$ cat src/rtl/spwm_gate_gen.sv
// Sine-PWM gate generator for a full H-bridge.
// A triangle carrier is compared against a half-sine amplitude supplied by an
// external lookup stage; the resulting command steers one leg per half cycle,
// and each leg has its own dead-band timer so that its high-side and low-side
// gates are never driven together.
module spwm_gate_gen #(
  parameter int CARRIER_MAX = 5000,
  parameter int IDX_MAX     = 88,
  parameter int DEAD_TIME   = 8
) (
  input  logic        clk,
  input  logic        rst,
  input  logic        en,
  input  logic [12:0] sine_in,
  output logic [6:0]  teth_ta,
  output logic        half,
  output logic        gate_ah,
  output logic        gate_al,
  output logic        gate_bh,
  output logic        gate_bl,
  output logic        period_done
);

  localparam int              DT_W    = (DEAD_TIME < 1) ? 1 : $clog2(DEAD_TIME + 1);
  localparam logic [12:0]     CAR_TOP = 13'(CARRIER_MAX);
  localparam logic [6:0]      IDX_TOP = 7'(IDX_MAX);
  localparam logic [DT_W-1:0] DT_LOAD = DT_W'(DEAD_TIME);
  localparam logic [DT_W-1:0] DT_ONE  = DT_W'(1);

  logic [12:0]     car;
  logic            dir_down;
  logic            idle;

  // stage 0: combinational compare and leg steering
  logic            pwm_p0;
  logic            cmd_a_p0;
  logic            cmd_b_p0;
  logic [DT_W-1:0] cnt_a_nxt_p0;
  logic [DT_W-1:0] cnt_b_nxt_p0;

  // stage 1: registered command history and dead-band counters
  logic            cmd_a_p1;
  logic            cmd_b_p1;
  logic [DT_W-1:0] cnt_a_p1;
  logic [DT_W-1:0] cnt_b_p1;

  // Dead-band counter update: any command change restarts the full dead band,
  // otherwise count down to zero and stay there.
  function automatic logic [DT_W-1:0] dead_next(input logic            cmd,
                                                input logic            prev,
                                                input logic [DT_W-1:0] cnt);
    logic [DT_W-1:0] nxt;
    nxt = '0;
    if (cmd != prev) begin
      nxt = DT_LOAD;
    end else if (cnt != '0) begin
      nxt = cnt - DT_ONE;
    end
    return nxt;
  endfunction

  assign idle = rst | ~en;

  // Carrier compare, half-cycle steering and next dead-band counts.
  always_comb begin
    pwm_p0       = (sine_in > car);
    cmd_a_p0     = pwm_p0 & ~half;
    cmd_b_p0     = pwm_p0 & half;
    cnt_a_nxt_p0 = dead_next(cmd_a_p0, cmd_a_p1, cnt_a_p1);
    cnt_b_nxt_p0 = dead_next(cmd_b_p0, cmd_b_p1, cnt_b_p1);
  end

  // Triangle carrier, table index, polarity and end-of-period pulse.
  always_ff @(posedge clk) begin
    if (idle) begin
      car         <= '0;
      dir_down    <= 1'b0;
      teth_ta     <= '0;
      half        <= 1'b0;
      period_done <= 1'b0;
    end else begin
      period_done <= 1'b0;
      if (!dir_down) begin
        car <= car + 13'd1;
        if (car == CAR_TOP - 13'd1) begin
          dir_down <= 1'b1;
        end
      end else begin
        car <= car - 13'd1;
        if (car == 13'd1) begin
          // valley reached: advance the sine table, wrap at the half-cycle end
          dir_down <= 1'b0;
          if (teth_ta == IDX_TOP) begin
            teth_ta     <= '0;
            half        <= ~half;
            period_done <= half;
          end else begin
            teth_ta <= teth_ta + 7'd1;
          end
        end
      end
    end
  end

  // Leg A: gates follow the command only once its dead band has expired.
  always_ff @(posedge clk) begin
    if (idle) begin
      cmd_a_p1 <= 1'b0;
      cnt_a_p1 <= DT_LOAD;
      gate_ah  <= 1'b0;
      gate_al  <= 1'b0;
    end else begin
      cmd_a_p1 <= cmd_a_p0;
      cnt_a_p1 <= cnt_a_nxt_p0;
      gate_ah  <= (cnt_a_nxt_p0 == '0) & cmd_a_p0;
      gate_al  <= (cnt_a_nxt_p0 == '0) & ~cmd_a_p0;
    end
  end

  // Leg B: same dead-band behaviour with its own counter.
  always_ff @(posedge clk) begin
    if (idle) begin
      cmd_b_p1 <= 1'b0;
      cnt_b_p1 <= DT_LOAD;
      gate_bh  <= 1'b0;
      gate_bl  <= 1'b0;
    end else begin
      cmd_b_p1 <= cmd_b_p0;
      cnt_b_p1 <= cnt_b_nxt_p0;
      gate_bh  <= (cnt_b_nxt_p0 == '0) & cmd_b_p0;
      gate_bl  <= (cnt_b_nxt_p0 == '0) & ~cmd_b_p0;
    end
  end

endmodule

$ cat config.mk
export PLATFORM = sky130hd
export DESIGN_NAME = spwm_gate_gen
export DESIGN_NICKNAME = d
export VERILOG_FILES = /design/src/rtl/spwm_gate_gen.sv
export SDC_FILE = /design/constraint.sdc
export NUM_CORES = 1
export LEC_CHECK = 0
export ABC_AREA = 1
export BUFFER_PORTS_ARGS = -buffer_cell sky130_fd_sc_hd__buf_2
export CORE_MARGIN = 5
export CORE_UTILIZATION = 58
export DETAILED_ROUTE_END_ITERATION = 8
export GPL_TIMING_DRIVEN = 1
export PLACE_DENSITY_LB_ADDON = 0.1
export SLEW_MARGIN = 5
export SYNTH_ARGS = -nofsm -noshare
export SYNTH_HDL_FRONTEND = slang
export SYNTH_SLANG_ARGS = --single-unit
$ cat constraint.sdc
create_clock -name clk -period 3.7 [get_ports clk]
set_input_delay 0.185 -clock clk [delete_from_list [all_inputs] [get_ports clk]]
set_output_delay 0.185 -clock clk [all_outputs]
set_load 0.02 [all_outputs]
==> impl_metrics.csv, run 1 <==
group,metric,value,unit
status,outcome,"finished, final reports clean",
cells_and_area,antennaDiodeCount,0,
clocking,htree_levels,2,
timing,tightest_slew,359,ps
drt,drtAntennaViolNets,0,
clocking,insertion_delay,290,ps
yosys,synth_top_area_share,34.1,%
cells_and_area,area_growth,13.8,%
grt,antenna_found_initial,0,
worst_setup_path,cp_cell_sequence,"inv_1 -> ha_1 -> nand2_1 -> nor2_1 -> inv_1 -> nor2_2 -> nand2_1 -> nand2_1 -> nand3_1 -> nand2_1 -> nand2_1 -> nand2_1 -> nor2_1",
timing,fmax,505,MHz
power,powerDensity,337,mW/mm2
clocking,cts_tree,"yes",
clocking,postCtsSetupBuffers,0,
grt,grt_use_total,19.4,%
clocking,root_buffer,"clkbuf_8",
timing,tns,0,ps
clocking,cts_hold_buf,0,
hold_path,hp-class,"in -> reg",
timing,rsz0062_at_grt,"false",
yosys,yosysSeqAreaShare,34.1,%
run,maxCapViolations,0,
drt,drcViolationCount,0,
yosys,synth_area_leaders,"dfxtp_1 34%, ha_1 12%, nand2_1 9.8%",
cells_and_area,final_area,0.00247,mm2
timing,finalMaxSlewViolations,0,
yosys,ys_warn_count,0,
clocking,cts-buffers-inserted,5,
grt,first_global_vias,1911,
drt,wl_per_cell,11.4,um
floorplan,die_h,71.2,um
yosys,ys_seq_elements,37,
timing,maxSlewHeadroom,75.8,%
power,vdd_ir_drop_max,0.000275,V
floorplan,initial_core_util,59.8,%
place,io_buffers,28,
worst_setup_path,required,3890,ps
timing,fin_crit,1980,ps
floorplan,die_w,71.2,um
worst_setup_path,slowest_delay,360,ps
floorplan,core_region_area,0.00363,mm2
yosys,synth_cell_type_count,30,
timing,finalHoldViolations,0,
clocking,cts_resized,0,
worst_setup_path,crit_path_top_delay_cell,"dfxtp_1",
timing,setup_viol,0,
drt,drtIter0Drc,144,
worst_setup_path,path_class,"reg -> reg",
worst_setup_path,critical_path.most_common_cell,"nand2_1",
clocking,cts_sinks,37,
drt,drt_wl_total,4.46,mm
place,dpl_cell_area,0.00237,mm2
yosys,synth.most_common_cell,"nand2_1",
power,leakagePower,1.16,nW
timing,fin_skew,3.13,ps
place,place.gp.congestion,0.900,
yosys,synth.avg_cell_area,6.99,um2
yosys,syn_inst,311,
yosys,yosys_most_used_dff,"dfxtp_1",
floorplan,io-pin-count,29,
yosys,syn_nets,347,
floorplan,rows,22,
grt,grt_max_degree,18,
worst_setup_path,cp-start-kind,"register",
cells_and_area,final_nets,381,
yosys,netlist_area,0.00217,mm2
timing,finalCritPeriodShare,53.5,%
drt,via_per_inst,5.11,
yosys,synthArstFlopShare,0,%
floorplan,dieArea,0.00507,mm2
worst_setup_path,crit_fanout,4,
clocking,clkSlewWorstSetupHoldPaths,70,ps
drt,vias,2007,
clocking,cts_buffer_depth,2,
drt,drtPass1Iterations,4,
yosys,yosysTopAreaCell,"dfxtp_1",
grt,grt_pass1_wl,8.12,mm
worst_setup_path,crit_arrival,2170,ps
cells_and_area,drive_above_1_share,15.4,%
yosys,synth-edff-count,0,
grt,grt_remaining_overflow,0,
yosys,yosys-top-cells-count,"57 x nand2_1, 54 x inv_1, 37 x dfxtp_1, 37 x nor2_1",
place,hpwl,3.53,mm
worst_setup_path,end_kind,"register",
[worst paths after layout]
path	start	to	slack, ps	cells after the start
max	car[12]	cnt_a_p1[2]	1720	13
min	rst	cnt_a_p1[3]	320	4
max reg2reg	car[12]	cnt_a_p1[2]	1720	13
min reg2reg	cmd_b_p1	gate_bh	470	2
[cells in the final DEF (no fill, tap or decap), drive strengths merged]
| cell | n |
|---|---|
| nand4 | 7 |
| dfxtp | 37 |
| o21a | 1 |
| a21oi | 20 |
| buf | 29 |
| nand3b | 1 |
| nand3 | 18 |
| nand2 | 60 |
| nor2 | 40 |
| clkinv | 3 |
| a21boi | 1 |
| inv | 57 |
| ha | 20 |
| xnor2 | 1 |
| o22ai | 1 |
| clkbuf | 5 |
| o21ai | 20 |
| nor3b | 3 |
| nor4 | 4 |
| nor3 | 14 |
| bufinv | 1 |
| a211oi | 2 |
[layer usage]
| metal | part of all wire (%) | GRT usage, % | vias up |
|---|---|---|---|
| met1 | 46 | 24.2 | 884 |
| li1 | - | - | 1076 |
| met5 | 0 | 0 | - |
| met2 | 47 | 33.4 | 40 |
| met3 | 5.1 | 4.07 | 7 |
| met4 | 1.3 | 6.47 | 0 |
[layout make-up]
type,count,area (um2)
well taps,48,60.1
clock inverters,2,35.0
fillers,339,1160
flip-flops and latches,37,741
repair buffers,29,148
inverters,59,221
clock buffers,5,68.8
multi-input cells,213,1200
[cells by family after synthesis]
family | count (synthesis) | share of synthesized area, %
AOI/OAI and AO/OA | 45 | 10.9
xor gates and xnor gates | 1 | 0.403
and+or+nand+nor | 147 | 32.4
adders and majority gates | 20 | 11.5
buffers and inverters | 61 | 10.7
DFF | 37 | 34.1
[metrics by stage]
stage / std cells / power, mW / util, % / hold WS, ps / worst slack (ps)
after floorplan: 311 / 0.479 / - / 344 / 2000
after global placement: 386 / 0.500 / 65.2 / 451 / 1770
after detailed placement: 386 / 0.502 / 65.2 / 454 / 1740
after CTS: 393 / 0.842 / 68.1 / 315 / 1720
after global routing: 393 / 0.878 / 68.1 / 341 / 1470
final: 393 / 0.834 / 68.1 / 318 / 1720
[registers in the layout (all words and copies together), names as in the netlist]
signal	flops
gate_bl	1
car	13
cnt_b_p1	4
gate_bh	1
cnt_a_p1	4
period_done	1
cmd_a_p1	1
dir_down	1
cmd_b_p1	1
gate_ah	1
gate_al	1
teth_ta	7
half	1
[power by group]
group          internal (mW)  switching [mW]
Combinational         0.0321          0.0507
Sequential             0.405         0.00519
Clock                  0.196           0.144
[critical path, delay by kind of cell (launching register included)]
kind | cells | cell delay (ps)
simple gates | 10 | 1050
flops | 1 | 360
fa+ha+maj | 1 | 300
buf+inv | 2 | 170
Note: power is estimated with default switching activity, not from simulation.
==> run 2: changes to the inputs <==
Settings changed: ABC_AREA 1 to 0, CORE_UTILIZATION 58 to 57.
Clock period 3.7 ns to 2 ns, I/O delays scaled along.
==> run 2 against run 1 <==
Against the previous run: the flow now finishes with violations (negative setup slack); clock power up 94%; sequential share of layout area shrank 5.0 points; count of clock-buffer cells in the layout did not move; wire length is 25% higher; final area increased by 22%; global-route usage up 0.13 points; sequential power up 85%; fmax down 3.8%; critical path depth down 6.
==> impl_metrics.csv, run 2 <==
group,metric,value,unit
power,powerDensity,547,mW/mm2
cells_and_area,final_nets,346,
grt,first_global_vias,1856,
yosys,synth_top_area_share,33.8,%
hold_path,whs_endpoint,"car[10]",
drt,drtIter0Drc,65,
hold_path,hp-class,"in -> reg",
yosys,yosys_most_used_dff,"dfxtp_1",
power,p_seq_share,46.0,%
timing,tightest_slew,648,ps
worst_setup_path,crit_start,"car[12]",
floorplan,dieArea,0.00519,mm2
place,dp_slack,-25.9,ps
floorplan,core_region_area,0.00369,mm2
cells_and_area,largest_register_ff_count,13,
grt,antenna_found_initial,0,
worst_setup_path,cp-start-kind,"register",
floorplan,initial_core_util,59.4,%
power,leakagePower,1.18,nW
yosys,syn_inst,248,
worst_setup_path,required,2210,ps
yosys,syn_nets,284,
yosys,synth_cell_type_count,49,
timing,fin_skew,7.11,ps
clocking,cts_sinks,37,
grt,grt_remaining_overflow,0,
timing,finalWorstSetupSlack,-59.6,ps
place,io_buffers,28,
drt,wl_per_cell,15.5,um
worst_setup_path,crit_fanout,5,
cells_and_area,area_growth,37.8,%
grt,grt_pass1_wl,8.15,mm
worst_setup_path,end_kind,"register",
power,p_sw,0.423,mW
drt,vias,2039,
clocking,htree_levels,2,
drt,drt_wl_total,5.56,mm
cells_and_area,largest-register,"car",
drt,drtAntennaViolNets,0,
cells_and_area,layout.cells.most_common_list,"31 x buf_4, 28 x buf_2, 26 x dfxtp_1",
yosys,ys_seq_elements,37,
yosys,netlist_area,0.00219,mm2
clocking,cts-buffers-inserted,5,
worst_setup_path,crit_arrival,2270,ps
power,p_clk_share,40.0,%
timing,setup_viol,6,
worst_setup_path,reg2regPathDepth,7,
clocking,insertion_delay,300,ps
cells_and_area,antennaDiodeCount,0,
yosys,synthArstFlopShare,0,%
status,violations,"negative setup slack",
cells_and_area,drive_above_1_share,40.2,%
timing,finalMaxSlewViolations,0,
timing,maxSlewHeadroom,56.8,%
grt,grt_use_total,19.6,%
timing,tns,-287,ps
grt,grt_max_degree,27,
yosys,yosysTopAreaCell,"dfxtp_1",
cells_and_area,largestRegisters,"car (13), teth_ta (7)",
floorplan,io-pin-count,29,
yosys,yosysSeqAreaShare,33.8,%
worst_setup_path,r2r_end,"cnt_a_p1[1]",
hold_path,worstHoldStart,"rst",
power,p_int,1.23,mW
hold_path,hold_path_depth,4,
yosys,synth-edff-count,0,
place,place.gp.congestion,0.833,
yosys,synth.avg_cell_area,8.84,um2
timing,fin_crit,2060,ps
floorplan,rows,22,
worst_setup_path,reg2reg_from,"car[12]",
power,vdd_ir_drop_max,0.000410,V
cells_and_area,nFillCells,233,
cells_and_area,final_common_cell,"buf_4",
clocking,cts_tree,"yes",
power,netSwitchingFraction,25.6,%
timing,finalCritPeriodShare,103,%
clocking,clkSlewWorstSetupHoldPaths,80,ps
clocking,cts_hold_buf,0,
yosys,yosys-top-cells-count,"37 x dfxtp_1, 26 x nor2_1, 24 x inv_1, 20 x ha_1, 16 x xnor2_1",
cells_and_area,final_util,81.9,%
floorplan,die_w,72.0,um
clocking,cts_buffer_depth,2,
drt,drtPass1Iterations,4,
floorplan,die_h,72.0,um
place,hpwl,3.54,mm
drt,via_per_inst,5.68,
worst_setup_path,path_class,"reg -> reg",
worst_setup_path,r2r_slack,-60,ps
drt,drcViolationCount,0,
yosys,synth.most_common_cell,"dfxtp_1",
timing,rsz0062_at_grt,"true",
timing,fmax,486,MHz
timing,finalHoldViolations,0,
status,outcome,"finished, violations left",
run,maxCapViolations,0,
power,combPwrFrac,14.0,%
yosys,ys_warn_count,0,
clocking,root_buffer,"clkbuf_8",
yosys,synth_area_leaders,"dfxtp_1 34%, ha_1 11%, xnor2_1 6.4%",
run 2: routing by layer:
| layer | GRT usage [%] | part of all wire, % | vias up |
|---|---|---|---|
| met5 | 0 | 0 | - |
| met1 | 25.2 | 43 | 976 |
| met2 | 33.0 | 51 | 39 |
| li1 | - | - | 1009 |
| met4 | 4.59 | 3.3 | 0 |
| met3 | 4.85 | 3.2 | 15 |
run 2: power by group through the flow:
stage | clock (mW) | combinational [mW] | sequential, mW
after CTS | 0.664 | 0.179 | 0.760
after global placement | 0 | 0.167 | 0.777
after floorplan | 0 | 0.121 | 0.778
final | 0.661 | 0.231 | 0.761
after global routing | 0.699 | 0.256 | 0.763
after detailed placement | 0 | 0.169 | 0.777
run 2: final cells by class:
type                            count  area [um2]  area share, %
Clock buffer                        5        68.8           2.28
Timing Repair Buffer               59         373           12.3
Tap cell                           48        60.1           1.99
Sequential cell                    37         754           25.0
Clock inverter                      3        46.3           1.53
Multi-Input combinational cell    183        1630           53.9
Inverter                           24        90.1           2.98
run 2: kinds of logic (layout without fill, tap and decap cells):
family | Yosys count | count (layout) | synth area share (%)
xor gates and xnor gates | 16 | 16 | 6.39
muxes | 2 | 2 | 0.913
DFF | 37 | 37 | 33.8
adders and majority gates | 20 | 20 | 11.4
and+or+nand+nor | 104 | 104 | 27.4
buffers and inverters | 28 | 91 | 5.31
AOI/OAI and AO/OA | 41 | 41 | 14.8
run 2: what timing repair did:
item                                    in CTS  in global routing
pin swaps                                    6                 17
buffers inserted                             0                  3
resized for setup                           12                 37
endpoints found under the setup margin       4                 12
run 2: how the worst max path moves through the flow:
| stage | end | cells past startpoint |
|---|---|---|
| final | cnt_a_p1[1] | 7 |
| after global routing | cnt_a_p1[1] | 7 |
| after CTS | cnt_b_p1[0] | 7 |
| after detailed placement | cnt_a_p1[1] | 7 |
| after global placement | cnt_a_p1[0] | 7 |
| after floorplan | cnt_b_p1[0] | 7 |
run 2: worst max-delay path, stage by stage (launching register included):
cell and delay [ps]:
dfxtp_2 340, inv_2 50, ha_4 220, a21oi_1 230, o21ai_1 210, a221oi_4 420
o21ai_4 150, a2111oi_4 350
run 2: metrics by stage:
step	std cells	hold WS [ps]	cell area, um2	total power [mW]
after detailed placement	348	429	2580	0.946
after global placement	348	418	2580	0.944
final	359	107	3020	1.65
after CTS	356	114	2770	1.60
after global routing	359	146	3020	1.72
after floorplan	248	301	2190	0.899
